<file path="config.mk">
export PLATFORM = sky130hd
export DESIGN_NAME = regfile_write_arbiter_flat
export DESIGN_NICKNAME = d
export VERILOG_FILES = /design/src/rtl/regfile_write_arbiter_if.sv /design/src/rtl/regfile_write_arbiter.sv /design/src/flat_wrapper.sv
export SDC_FILE = /design/constraint.sdc
export NUM_CORES = 1
export LEC_CHECK = 0
export ABC_CLOCK_PERIOD_IN_PS = 2500
export CORE_UTILIZATION = 38
export DETAILED_ROUTE_END_ITERATION = 8
export PLACE_DENSITY_LB_ADDON = 0.1
export SYNTH_ARGS = -nofsm -noshare
export SYNTH_HDL_FRONTEND = slang
export SYNTH_SLANG_ARGS = --single-unit
export TNS_END_PERCENT = 50
</file>
<file path="constraint.sdc">
create_clock -name Clk -period 2.5 [get_ports Clk]
set_input_delay 0.75 -clock Clk [delete_from_list [all_inputs] [get_ports Clk]]
set_output_delay 0.75 -clock Clk [all_outputs]
set_load 0.005 [all_outputs]
</file>
<file path="src/rtl/regfile_write_arbiter_if.sv">
// Requester-side and register-file-side signals of the shared write port.
// The requesters (master) present valid/addr/data and the stall input; the
// arbiter (slave) returns the one-hot grant and drives the registered write port.
interface regfile_write_arbiter_if #(
  parameter int ADDR = 4,
  parameter int SIZE = 32,
  parameter int NREQ = 3
);
  logic [NREQ-1:0]      Req_Valid;
  logic [NREQ*ADDR-1:0] Req_Addr;
  logic [NREQ*SIZE-1:0] Req_Data;
  logic [NREQ-1:0]      Req_Ready;
  logic                 Hold;
  logic                 Write_Reg;
  logic [ADDR-1:0]      W_Addr;
  logic [SIZE-1:0]      W_Data;
  logic [2:0]           Grant_Idx;
  logic                 Collision;

  modport master (
    output Req_Valid, Req_Addr, Req_Data, Hold,
    input  Req_Ready, Write_Reg, W_Addr, W_Data, Grant_Idx, Collision
  );

  modport slave (
    input  Req_Valid, Req_Addr, Req_Data, Hold,
    output Req_Ready, Write_Reg, W_Addr, W_Data, Grant_Idx, Collision
  );
endinterface

</file>
<file path="src/rtl/regfile_write_arbiter.sv">
// Round-robin arbiter sharing the register file's single write port among
// NREQ valid/ready requesters. Stage _p0 is the combinational grant decision,
// stage _p1 is the registered write port that feeds the register file.
module regfile_write_arbiter #(
  parameter int ADDR = 4,
  parameter int SIZE = 32,
  parameter int NREQ = 3
) (
  input  logic                   Clk,
  input  logic                   Clr,
  regfile_write_arbiter_if.slave bus
);

  // ---- stage p0: combinational arbitration ----
  logic [2:0]      ptr;
  logic            found_p0;
  logic [2:0]      winner_p0;
  logic            grant_en_p0;
  logic [NREQ-1:0] ready_p0;
  logic [ADDR-1:0] addr_sel_p0;
  logic [SIZE-1:0] data_sel_p0;
  logic            collision_p0;
  logic [2:0]      ptr_next_p0;

  // Pick the first valid requester scanning Ptr..NREQ-1, then 0..Ptr-1.
  always_comb begin
    found_p0  = 1'b0;
    winner_p0 = 3'd0;
    for (int i = 0; i < NREQ; i++) begin
      if (!found_p0 && (i >= int'(ptr)) && bus.Req_Valid[i]) begin
        found_p0  = 1'b1;
        winner_p0 = 3'(i);
      end
    end
    for (int i = 0; i < NREQ; i++) begin
      if (!found_p0 && (i < int'(ptr)) && bus.Req_Valid[i]) begin
        found_p0  = 1'b1;
        winner_p0 = 3'(i);
      end
    end
  end

  // A grant is issued only outside reset and stall; Ready is its one-hot form.
  always_comb begin
    grant_en_p0 = found_p0 && !bus.Hold && !Clr;
    ready_p0    = '0;
    for (int i = 0; i < NREQ; i++) begin
      ready_p0[i] = grant_en_p0 && (winner_p0 == 3'(i));
    end
  end

  // Route the winner's address and data toward the write-port registers.
  always_comb begin
    addr_sel_p0 = '0;
    data_sel_p0 = '0;
    for (int i = 0; i < NREQ; i++) begin
      if (winner_p0 == 3'(i)) begin
        addr_sel_p0 = bus.Req_Addr[i*ADDR +: ADDR];
        data_sel_p0 = bus.Req_Data[i*SIZE +: SIZE];
      end
    end
  end

  // Flag any pair of simultaneously valid requesters targeting one address;
  // deliberately independent of Hold so software sees every contention.
  always_comb begin
    collision_p0 = 1'b0;
    for (int i = 0; i < NREQ; i++) begin
      for (int j = i + 1; j < NREQ; j++) begin
        if (bus.Req_Valid[i] && bus.Req_Valid[j] &&
            (bus.Req_Addr[i*ADDR +: ADDR] == bus.Req_Addr[j*ADDR +: ADDR])) begin
          collision_p0 = 1'b1;
        end
      end
    end
  end

  // Priority moves to the requester just after the winner, wrapping to 0.
  always_comb begin
    if (winner_p0 == 3'(NREQ - 1)) begin
      ptr_next_p0 = 3'd0;
    end else begin
      ptr_next_p0 = winner_p0 + 3'd1;
    end
  end

  // ---- stage p1: registered write port ----
  logic            write_reg_p1;
  logic [ADDR-1:0] w_addr_p1;
  logic [SIZE-1:0] w_data_p1;
  logic [2:0]      grant_idx_p1;
  logic            collision_p1;

  // Latch the granted write; without a grant only the enable drops and the
  // last address/data/index stay visible. Clr discards any pending write.
  always_ff @(posedge Clk or posedge Clr) begin
    if (Clr) begin
      write_reg_p1 <= 1'b0;
      w_addr_p1    <= '0;
      w_data_p1    <= '0;
      grant_idx_p1 <= 3'd0;
      collision_p1 <= 1'b0;
      ptr          <= 3'd0;
    end else begin
      write_reg_p1 <= grant_en_p0;
      collision_p1 <= collision_p0;
      if (grant_en_p0) begin
        w_addr_p1    <= addr_sel_p0;
        w_data_p1    <= data_sel_p0;
        grant_idx_p1 <= winner_p0;
        ptr          <= ptr_next_p0;
      end
    end
  end

  assign bus.Req_Ready = ready_p0;
  assign bus.Write_Reg = write_reg_p1;
  assign bus.W_Addr    = w_addr_p1;
  assign bus.W_Data    = w_data_p1;
  assign bus.Grant_Idx = grant_idx_p1;
  assign bus.Collision = collision_p1;

endmodule
</file>
<file path="src/flat_wrapper.sv">
// flat-port wrapper written by rule: the top's interface ports become plain ports
module regfile_write_arbiter_flat 
#(
  parameter int ADDR = 4,
  parameter int SIZE = 32,
  parameter int NREQ = 3
)
  (Clk, Clr, bus_Req_Valid, bus_Req_Addr, bus_Req_Data, bus_Hold, bus_Req_Ready, bus_Write_Reg, bus_W_Addr, bus_W_Data, bus_Grant_Idx, bus_Collision);
  regfile_write_arbiter_if #(.ADDR(ADDR), .SIZE(SIZE), .NREQ(NREQ)) bus_i ();
  input  logic Clk;
  input  logic Clr;
  input wire logic [$bits(bus_i.Req_Valid)-1:0] bus_Req_Valid;
  input wire logic [$bits(bus_i.Req_Addr)-1:0] bus_Req_Addr;
  input wire logic [$bits(bus_i.Req_Data)-1:0] bus_Req_Data;
  input wire logic [$bits(bus_i.Hold)-1:0] bus_Hold;
  output wire logic [$bits(bus_i.Req_Ready)-1:0] bus_Req_Ready;
  output wire logic [$bits(bus_i.Write_Reg)-1:0] bus_Write_Reg;
  output wire logic [$bits(bus_i.W_Addr)-1:0] bus_W_Addr;
  output wire logic [$bits(bus_i.W_Data)-1:0] bus_W_Data;
  output wire logic [$bits(bus_i.Grant_Idx)-1:0] bus_Grant_Idx;
  output wire logic [$bits(bus_i.Collision)-1:0] bus_Collision;
  assign bus_i.Req_Valid = bus_Req_Valid;
  assign bus_i.Req_Addr = bus_Req_Addr;
  assign bus_i.Req_Data = bus_Req_Data;
  assign bus_i.Hold = bus_Hold;
  assign bus_Req_Ready = bus_i.Req_Ready;
  assign bus_Write_Reg = bus_i.Write_Reg;
  assign bus_W_Addr = bus_i.W_Addr;
  assign bus_W_Data = bus_i.W_Data;
  assign bus_Grant_Idx = bus_i.Grant_Idx;
  assign bus_Collision = bus_i.Collision;
  regfile_write_arbiter #(.ADDR(ADDR), .SIZE(SIZE), .NREQ(NREQ)) u_core (.Clk(Clk), .Clr(Clr), .bus(bus_i));
endmodule
</file>
==> impl_metrics.toml, run 1 <==
[cells_and_area]
area_growth_pct = 71.27
nNetsFinal = 526
fin_area_sq_um = 4489
drive_gt1_frac = 0.1816
final_core_util = 0.6912
n_antenna_cell = 0
fill_cells = 526
instances_no_fill = 490

[synthesis]
syn_inst = 249
synth-seq-cells = 43
synth_area_sq_um = 2621
ys_warn_count = 0
synthFlopType = "dfrtp_1"
yosysMostFrequentCell = "dfrtp_1"
synth_top_area_frac = 0.4105
syn_nets = 363
postSynth.asyncResetShare = 1.000
yosysTopAreaCell = "dfrtp_1"
ys_seq_area_frac = 0.4105
synth_edf_count = 0
synth.distinct_cells = 34
syn_avg_cell_area_sq_um = 10.53
synth_area_leaders = "dfrtp_1 (41%), o211ai_2 (14%), mux2i_1 (12%)"
yosys-top-cells-count = "dfrtp_1 (43), nand3_1 (35), nand2_1 (33)"

[drt]
drt-pass1-iter-count = 6
wl_um = 7839
viasPerCell = 5.218
via_count = 2557
ant_nets = 0
drtIter0Drc = 128
post_drt_wl_per_cell_um = 16.00
drc = 0

[worst_setup_path]
crit_type = "input pin to primary output"
r2r_slack_ns = 0.47
critical_path.max_fanout = 6
end_kind = "primary output"
cp.required_ns = 1.75
startpoint_type = "input pin"
arrival_ns = 1.72

[global_routing]
grt_max_degree = 38
grt_pass1_wl_um = 12940
first_global_vias = 2638
antenna_found_initial = 0
grt.total_usage = 0.2255
grt_remaining_overflow = 0

[clock_tree]
htreeDepth = 2
cts_tree = "built"
cts_buffers = 5
cts.sinks = 43
cts_root_buffer = "clkbuf_8"
clk_path_buf_depth = 2
cts.clk_slew.worst_paths_ns = 0.08
cts_hold_buf = 0
clkLatencyLatePin_ns = 0.30

[run]
cap_viol_max_count = 0

[power]
p_per_area_nw_per_um2 = 560.0
irDropWorstVdd_mv = 0.3088
p_total_mw = 2.514
leakagePower_nw = 1.894

[hold_path]
worstHoldPathType = "flip-flop to flip-flop"

[timing]
fin_crit_ns = 2.466
layout_setup_ws_ns = 0.03449
period_share = 0.9862
setup_tns_ns = 0
rsz0062_at_grt = "yes"
hold_viol = 0
drv_slew = 0
skew_ns = 0.003159
setup_viol = 0
fmax_mhz = 405.6
worstMarginPinSlew_ns = 0.6034
hold_slack_ns = 0.4887
relSlewSlack = 0.5977

[place]
gp_congestion = 0.7111
io_buffer_count = 156
placed_cells = 479
post-dp-hpwl_um = 5573
pre_cts_ws_ns = -0.7199
placed_area_sq_um = 4300

[die]
rows = 29
die_h_um = 85.06
die_x_um = 85.06
io_pins = 158
core_area_sq_um = 6495
dieArea_sq_um = 7234
start_util = 0.4036

[outcome]
status = "completed"
-- kinds of logic after synthesis --
logic type | after synthesis | synth area share
AO/OA/AOI/OAI | 51 | 0.2024
flip-flops | 43 | 0.4105
AND/OR/NAND/NOR | 88 | 0.1628
XOR/XNOR | 12 | 0.04010
other | 1 | 0.001431
buffers and inverters | 23 | 0.06444
multiplexers | 31 | 0.1184
-- report_power, final --
part	leakage [nW]	switching [mW]	internal, mW
sequential	0.533	0.0868	0.839
combinational	1.30	0.391	0.627
clock	0.0612	0.247	0.324
-- flip-flops by register name, summed over array words and instances, names as in the netlist --
| name | cells |
|---|---|
| u_core.bus.W_Data | 32 |
| u_core.bus.Grant_Idx | 2 |
| u_core.ptr | 3 |
| u_core.bus.Write_Reg | 1 |
| u_core.bus.Collision | 1 |
| u_core.bus.W_Addr | 4 |
-- what timing repair did --
action / 4_1_cts / 5_1_grt
setup buffers: 3 / 0
endpoints found under the setup margin: 33 / 3
resized for setup: 30 / 6
pin swaps: 6 / 2
-- final timing paths --
kind | from | endpoint | depth (start not counted)
max in group asynchronous | Clr | u_core.ptr[1]$_DFFE_PP0N_ | 4
min in group asynchronous | Clr | u_core.bus.W_Data[22]$_DFFE_PP0N_ | 3
setup / recovery | bus_Req_Valid[2] | bus_Req_Ready[0] | 6
hold / removal | u_core.bus.W_Data[18]$_DFFE_PP0N_ | u_core.bus.W_Data[18]$_DFFE_PP0N_ | 2
setup reg to reg | u_core.ptr[1]$_DFFE_PP0N_ | u_core.bus.W_Data[27]$_DFFE_PP0N_ | 5
hold reg to reg | u_core.bus.W_Data[18]$_DFFE_PP0N_ | u_core.bus.W_Data[18]$_DFFE_PP0N_ | 2
-- metal layers --
| metal | vias up | global-route usage | part of all wire |
|---|---|---|---|
| li1 | 1230 | - | - |
| met3 | 10 | 0.05253 | 0.087 |
| met2 | 115 | 0.3790 | 0.47 |
| met1 | 1202 | 0.2880 | 0.43 |
| met5 | - | 0 | 0 |
| met4 | 0 | 0.07088 | 0.014 |
-- critical path, cell delays in order --
cell             delay (ns)
clkdlybuf4s15_1        0.20
buf_6                  0.14
or2_2                  0.27
o221ai_2               0.07
and2_4                 0.17
buf_2                  0.10
-- cell usage in the layout (no fill, tap or decap), drive strengths merged --
cell type / n
a21oi: 6
or3: 1
mux2i: 31
o2bb2ai: 1
nand4bb: 1
o221ai: 1
dlygate4sd2: 2
inv: 2
conb: 1
clkinv: 2
nand2: 33
or2: 1
o211ai: 31
o22ai: 1
a21o: 4
xnor2: 12
buf: 23
o31a: 1
clkbuf: 7
dfrtp: 43
nor3b: 1
and2: 5
clkdlybuf4s15: 2
a222oi: 5
o21ai: 1
nor3: 1
nand3: 35
bufinv: 1
clkdlybuf4s50: 148
nor2: 6
nor4b: 1
and4: 1
nand2b: 2
-- area by class of cell --
| cell class | count | area (sq um) | area share |
|---|---|---|---|
| tap | 77 | 96.34 | 0.02146 |
| timing repair buffer | 176 | 1750 | 0.3899 |
| clock inverter | 2 | 35.03 | 0.007804 |
| inverter | 3 | 23.77 | 0.005295 |
| sequential | 43 | 1076 | 0.2397 |
| multi-input combinational | 183 | 1425 | 0.3174 |
| clock buffer | 6 | 82.58 | 0.01839 |
(Power assumes the default switching activity.)
==> run 2: changes to the inputs <==
- GPL_ROUTABILITY_DRIVEN: default -> 0
- SKIP_CTS_REPAIR_TIMING: default -> 1
==> run 2 against run 1 <==
Largest cell class unchanged. Critical path type unchanged. Sequential power is essentially flat. Sequential share of layout area grew 0.13 points. Flip-flop and latch count is the same.
==> impl_metrics.toml, run 2 (synthesis results as in run 1) <==
[hold_path]
worstHoldPathType = "flip-flop to flip-flop"

[clock_tree]
htreeDepth = 2
cts_buffers = 5
clk_path_buf_depth = 2
cts_tree = "built"
cts_root_buffer = "clkbuf_8"
cts.clk_slew.worst_paths_ns = 0.08
cts.sinks = 43
clkLatencyLatePin_ns = 0.30

[drt]
via_count = 2565
ant_nets = 0
drt-pass1-iter-count = 4
viasPerCell = 5.256
drc = 0
post_drt_wl_per_cell_um = 16.15
drtIter0Drc = 146
wl_um = 7879

[worst_setup_path]
regToRegStartpoint = "u_core.ptr[1]$_DFFE_PP0N_"
arrival_ns = 1.70
cp-startpoint = "bus_Req_Valid[1]"
cp-endpoint = "bus_Req_Ready[0]"
r2r_slack_ns = 0.45
r2r_cells = 6
startpoint_type = "input pin"
crit_type = "input pin to primary output"
r2r_end = "u_core.bus.W_Data[25]$_DFFE_PP0N_"
cp.required_ns = 1.75
end_kind = "primary output"
critical_path.max_fanout = 6

[place]
io_buffer_count = 156
placed_area_sq_um = 4300
post-dp-hpwl_um = 5573

[timing]
setup_viol = 0
period_share = 0.9791
hold_viol = 0
drv_slew = 0
fin_crit_ns = 2.448
skew_ns = 0.002869
worstMarginPinSlew_ns = 0.6137
setup_tns_ns = 0
fmax_mhz = 408.6
hold_slack_ns = 0.4887
relSlewSlack = 0.5909

[cells_and_area]
nNetsFinal = 524
fill_cells = 532
layout_commonest_cell = "clkdlybuf4s50_1"
mostFrequentLayoutCells = "clkdlybuf4s50_1 (148), dfrtp_1 (43), nand3_1 (35)"
multi_input_area_sq_um = 1405
n_antenna_cell = 0
final-seq-area_sq_um = 1076
fin_area_sq_um = 4464
area_growth_pct = 70.31
largest_reg_flops = 32
drive_gt1_frac = 0.1679

[global_routing]
antenna_found_initial = 0
first_global_vias = 2585
grt_pass1_wl_um = 12720
grt_max_degree = 38
grt_remaining_overflow = 0
grt.total_usage = 0.2214

[power]
leakagePower_nw = 1.915
p_per_area_nw_per_um2 = 559.9
irDropWorstVdd_mv = 0.3066

[outcome]
status = "completed"

[die]
dieArea_sq_um = 7234
io_pins = 158
die_x_um = 85.06
core_area_sq_um = 6495
die_h_um = 85.06
start_util = 0.4036
rows = 29

[run]
cap_viol_max_count = 0
-- run 2: layout make-up --
| class | instances | share of cell area |
|---|---|---|
| Timing Repair Buffer | 174 | 0.3910 |
| Multi-Input combinational cell | 183 | 0.3147 |
| Sequential cell | 43 | 0.2410 |
| Tap cell | 77 | 0.02158 |
| Clock buffer | 6 | 0.01850 |
| Clock inverter | 2 | 0.007848 |
| Inverter | 3 | 0.005325 |
-- run 2: stage by stage --
stage	instances	power, mW	worst slack [ns]	utilization
6_report	488	2.499	0.05234	0.6873
5_1_grt	488	2.645	-0.002064	0.6873
4_1_cts	487	2.518	-0.7355	0.6802
3_5_place_dp	479	1.938	-0.7199	0.6621
3_3_place_gp	479	1.917	-0.7251	0.6621
2_1_floorplan	249	1.360	0.2596	-
-- run 2: how the worst min path moves through the flow --
stage	from	end	slack (ns)	cells after the start
6_report	u_core.bus.W_Data[18]$_DFFE_PP0N_	u_core.bus.W_Data[18]$_DFFE_PP0N_	0.49	2
5_1_grt	u_core.bus.W_Data[16]$_DFFE_PP0N_	u_core.bus.W_Data[16]$_DFFE_PP0N_	0.51	2
4_1_cts	u_core.bus.W_Data[18]$_DFFE_PP0N_	u_core.bus.W_Data[18]$_DFFE_PP0N_	0.49	2
3_5_place_dp	u_core.bus.W_Data[18]$_DFFE_PP0N_	u_core.bus.W_Data[18]$_DFFE_PP0N_	0.47	2
3_3_place_gp	u_core.bus.Grant_Idx[0]$_DFFE_PP0N_	u_core.bus.Grant_Idx[0]$_DFFE_PP0N_	0.46	1
2_1_floorplan	u_core.bus.Grant_Idx[1]$_DFFE_PP0N_	u_core.bus.Grant_Idx[1]$_DFFE_PP0N_	0.47	1
-- run 2: worst max-delay path: stages --
cell	delay, ns
dlymetal6s2s_1	0.14
buf_6	0.13
or2_2	0.28
o221ai_1	0.09
and2_4	0.19
clkbuf_2	0.10
-- run 2: power by group --
group          internal, mW  total, mW  switching, mW
Sequential            0.839      0.925         0.0860
Clock                 0.324      0.570          0.246
Combinational         0.617       1.00          0.388
Total                  1.78       2.50          0.720
-- run 2: metal layers --
layer  GRT usage  wire length, um
met3     0.05058              685
met4     0.06626              115
met1      0.2874             3318
met2      0.3688             3759
met5           0                0
==> run 3: changes to the inputs <==
- CAP_MARGIN: default -> 20
==> results of run 3 <==
Final layout, timing and power as in run 2 (identical DEF).
